$ cat src/rtl/serial_pe_unit.sv
// Serial signed multiply-accumulate element: one element pair per valid cycle,
// one registered dot-product result with a single-cycle valid pulse per vector.
module serial_pe_unit #(
    parameter int DATA_W = 16,
    parameter int ACC_W  = 32
) (
    input  logic              clk,
    input  logic              rst,
    input  logic [DATA_W-1:0] neuron,
    input  logic [DATA_W-1:0] weight,
    input  logic [1:0]        ctl,
    input  logic              vld_i,
    output logic [ACC_W-1:0]  result,
    output logic              vld_o
);

    logic signed [2*DATA_W-1:0] prod_full;
    logic        [ACC_W-1:0]    prod_acc;
    logic        [ACC_W-1:0]    sum;

    logic [ACC_W-1:0] acc_q, acc_d;
    logic [ACC_W-1:0] result_q, result_d;
    logic             vld_o_q, vld_o_d;

    // Size cast of a signed value sign-extends when widening and truncates when narrowing.
    always_comb begin
        prod_full = $signed(neuron) * $signed(weight);
        prod_acc  = ACC_W'(prod_full);
    end

    always_comb begin
        acc_d    = acc_q;
        result_d = result_q;
        vld_o_d  = 1'b0;
        sum      = ctl[0] ? prod_acc : acc_q + prod_acc;
        if (vld_i) begin
            acc_d = sum;
            if (ctl[1]) begin
                result_d = sum;
                vld_o_d  = 1'b1;
            end
        end
    end

    always_ff @(posedge clk) begin
        if (rst) begin
            acc_q    <= '0;
            result_q <= '0;
            vld_o_q  <= 1'b0;
        end else begin
            acc_q    <= acc_d;
            result_q <= result_d;
            vld_o_q  <= vld_o_d;
        end
    end

    assign result = result_q;
    assign vld_o  = vld_o_q;

endmodule

$ cat config.mk
export PLATFORM = sky130hd
export DESIGN_NAME = serial_pe_unit
export DESIGN_NICKNAME = d
export VERILOG_FILES = /design/src/rtl/serial_pe_unit.sv
export SDC_FILE = /design/constraint.sdc
export NUM_CORES = 1
export LEC_CHECK = 0
export BUFFER_PORTS_ARGS = -buffer_cell sky130_fd_sc_hd__buf_2
export CORE_ASPECT_RATIO = 1.2
export CORE_MARGIN = 2
export CORE_UTILIZATION = 51
export CTS_CLUSTER_DIAMETER = 40
export DETAILED_ROUTE_END_ITERATION = 12
export PLACE_DENSITY = 0.68
export SETUP_SLACK_MARGIN = 0.2
export SYNTH_ARGS = -nofsm -noshare
export SYNTH_HDL_FRONTEND = slang
export SYNTH_SLANG_ARGS = --single-unit
$ cat constraint.sdc
create_clock -name clk -period 21.6 [get_ports clk]
set_input_delay 3.24 -clock clk [delete_from_list [all_inputs] [get_ports clk]]
set_output_delay 3.24 -clock clk [all_outputs]
set_load 0.05 [all_outputs]
* Word-level counts from Yosys, hierarchy flattened
Index checks and enable logic that the tools add are counted.
Storage, ports and cells: register bits 65, output and inout port bits 33, input bits 37
Cells by class: bitwise logic cells 1, add/sub/neg operators 1, muxes and demuxes 2, multipliers 1, reduce and logical (&&, ||, !) cells 2
Operators with widths (number):
- 32-bit adder | 1
- 16-bit by 16-bit multiplier with 32-bit output | 1
- 32-bit 2-to-1 mux | 1
- 2-bit AND reduction | 1
- 2-bit OR reduction | 1
- 1-bit 2-to-1 mux | 1
- 1-bit inverter | 1

* Logic depth before layout (Yosys ltp)
word-level depth 3, mapped depth 34

* Least setup slack after synthesis
Ideal clock, no wire load.
path kind input to register, from input port weight[1], to register acc_q[31], stages 33, path buffers 2, data arrival time 10474 ps, path slack 11040 ps, data required time 21514 ps, path through clkbuf_1 and2_1 fa_1 fa_1 ha_1 inv_1 fa_1 inv_1 fa_1 inv_1 fa_1 inv_1 ha_1 a2111oi_0 o21ai_1 a31o_2 o211ai_1 nand2_1 a21o_1 a21oi_1 xnor2_1 ha_1 clkbuf_1 a21o_1 a21o_1 a21oi_1 and3_2 o311ai_1 nor3b_4 a221oi_2 mux2i_1 xnor2_1 a211oi_1
On the way: cells in the longest elaborated chain, start to end 3
Ends and longest elaborated chain:
- start: declaration | RTL line 10 | input logic [DATA_W-1:0] weight,
- 16-bit by 16-bit multiplier with 32-bit output * | RTL line 27 | prod_full = $signed(neuron) * $signed(weight);
- 32-bit adder | RTL line 35 | sum = ctl[0] ? prod_acc : acc_q + prod_acc;
- 32-bit 2-to-1 mux * | RTL line 35
- end signal: assignment | RTL line 47 | acc_q <= '0;
- end signal: assignment | RTL line 51 | acc_q <= acc_d;
- end: declaration | RTL line 21 | logic [ACC_W-1:0] acc_q, acc_d;
Every way passes the cells marked *; elsewhere a longest branch is shown, timed or not. A chain may end at the register's enable or synchronous reset.

* Worst setup path in the final report
from input port weight[1], to register result_q[31] (netlist: result[31])
On the way: cells in the longest elaborated chain, start to end 3
Ends and longest elaborated chain:
- 16-bit by 16-bit multiplier with 32-bit output * | RTL line 27
- 32-bit adder | RTL line 35
- 32-bit 2-to-1 mux * | RTL line 35
- end signal: assignment | RTL line 52 | result_q <= result_d;
- end: declaration | RTL line 22 | logic [ACC_W-1:0] result_q, result_d;
Marked as above.

==> impl_metrics.toml <==
[detailed_routing]
wl_per_cell_um = 16.0
final_antenna_net_count = 0
drc = 0
drtPass1Iterations = 5
drtIter0Drc = 536
vias = 10346
via_per_inst = 5.35
wl_um = 31000

[sta]
fmax_mhz = 92.2
setup-violations-final = 0
fin_skew_ns = 0.00776
slew_violations = 0
tns_ns = 0
tightest_slew_ns = 1.11
final.min_clock_period_ns = 10.85
final_hold_viol_count = 0
fin_crit_sh = 0.502
whs_ns = 0.453
relSlewSlack = 0.257
rsz0062_at_grt = "no"

[worst_setup_path]
critPathLaunchType = "primary input"
ff2ff_path_depth = 12
worst_setup_path_end_kind = "flop"
slowest_stage = "fa_1"
slowest_delay_ns = 0.58
critPathMaxFanout = 16
crit_arrival_ns = 11.08
timing.critical_path.mode_cell = "fa_1"
cp.required_ns = 21.84
worstSetupPathType = "primary input to flop"

[synth]
synth_top_area_cell = "fa_1"
synth_compound_area_frac = 0.124
synth_area_um2 = 14000
syn_nets = 1983
synthCells = 1568
synth_top_family_by_area = "adder cells"
yosysMostFrequentCell = "inv_1"
yosys.area_share.simple = 0.153
synthArstFlopShare = 0
avgSynthCellArea_um2 = 8.91
synthTopCellsByCount = "inv_1, fa_1, nand2_1"
synthFlopType = "dfxtp_1"
synth_edf_count = 0
synth.area.mux_share = 0.00905
synth_cell_type_count = 73
yosys_warnings = 0
synth_xor_xnor_area_share = 0.0370
synth_top_area_share = 0.377
synthAdderAreaFrac = 0.480
synth-seq-cells = 65
seq_area_frac_synth = 0.0931
synthTopCellsByArea = "fa_1, ha_1, dfxtp_1"

[hold_path]
hold_path.class = "flop to flop"
whs_path_depth = 2

[layout]
nFillCells = 2510
fin_nets = 2005
syn_to_final_growth_pct = 5.94
multi_input_area_um2 = 11200
antenna_cells = 0
regArea_um2 = 1300
post-route-util = 0.548
layout-drive-gt1-share = 0.0777

[global_routing]
grt_max_degree = 66
grt_pass1_vias = 11007
grt-ovfl-total = 0
grt_pass1_wl_um = 54700
grt_usage = 0.236
antenna_found_initial = 0

[clocking]
h-tree-depth = 3
cts.sinks = 65
insertion_delay_ns = 0.33
cts_buffers = 9
root_buffer = "clkbuf_16"
holdBufCountCts = 0
cts_tree = "done"
cts-resized-gates = 0
post_cts_buffers = 0
clock_path_buffers = 2
clkTransAtPathRegs_ns = 0.05

[placement]
gp_congestion = 0.867
dp_hpwl_um = 25500
io_buffers = 69

[job]
maxCapViolations = 0

[floorplan]
start_util = 0.517
io_pins = 70
fp.dieW_um = 155
die-area_um2 = 28700
coreArea_um2 = 27000
num_rows = 66
die_h_um = 185

[run_status]
status = "finished, final reports clean"
==> layer usage <==
layer | track usage | part of all wire | vias to the layer above
li1 | - | - | 4962
met1 | 0.337 | 0.47 | 5103
met2 | 0.395 | 0.47 | 245
met3 | 0.0175 | 0.038 | 36
met4 | 0.0548 | 0.017 | 0
met5 | 0 | 0 | -
==> worst max-delay path, delay by kind of cell <==
family | cells | cell delay (ns)
xor+xnor | 2 | 0.28
fa+ha+maj | 8 | 3.38
simple gates | 4 | 0.79
compound gates | 12 | 2.71
buf+inv | 5 | 0.41
mux | 1 | 0.24
==> per-stage QoR <==
stage	cell area, µm²	cells	worst slack (ns)
floorplan	14000	1568	11.04
global placement	14500	1919	10.62
detailed placement	14500	1919	10.47
CTS	14800	1935	10.77
global route	14800	1935	10.27
finish	14800	1935	10.75
==> registers in the layout, summed over array words and instances, names as in the netlist <==
name,flops
acc_q,32
result,32
vld_o,1
==> layout by cell type (no fill, tap or decap), types with 14 or more instances in the layout <==
cell type | synthesis | layout
ha_1 | 115 | 115
buf_2 | 0 | 69
a21oi_1 | 60 | 60
and2_1 | 126 | 125
a211oi_1 | 62 | 62
o21ai_0 | 28 | 28
inv_1 | 306 | 306
xnor2_1 | 46 | 46
a21o_1 | 26 | 26
nand2_1 | 151 | 151
fa_1 | 263 | 263
dfxtp_1 | 65 | 65
nor2_1 | 100 | 100
nand2b_1 | 14 | 14
==> area by class of cell <==
class / instances / area share
clock buffer: 12 / 0.0173
tap: 340 / 0.0287
inverter: 306 / 0.0776
sequential: 65 / 0.0879
timing repair buffer: 73 / 0.0254
multi-input combinational: 1135 / 0.758
clock inverter: 4 / 0.00507
==> worst paths after layout <==
kind | from | end | slack, ns
max | weight[1] | result[31] | 10.75
min | result[20] | result[20] | 0.45
max reg2reg | acc_q[0] | acc_q[30] | 18.28
min reg2reg | result[20] | result[20] | 0.45
==> logic make-up (layout without fill, tap and decap cells) <==
kind of cell	Yosys count	in the layout
fa+ha+maj	378	378
flops	65	65
mux	12	12
simple gates	439	439
buf+inv	368	395
compound gates	247	247
xor+xnor	59	59
Power is not shown: default switching activity piles up to over one toggle a cycle in this logic, so the estimate is an artifact.
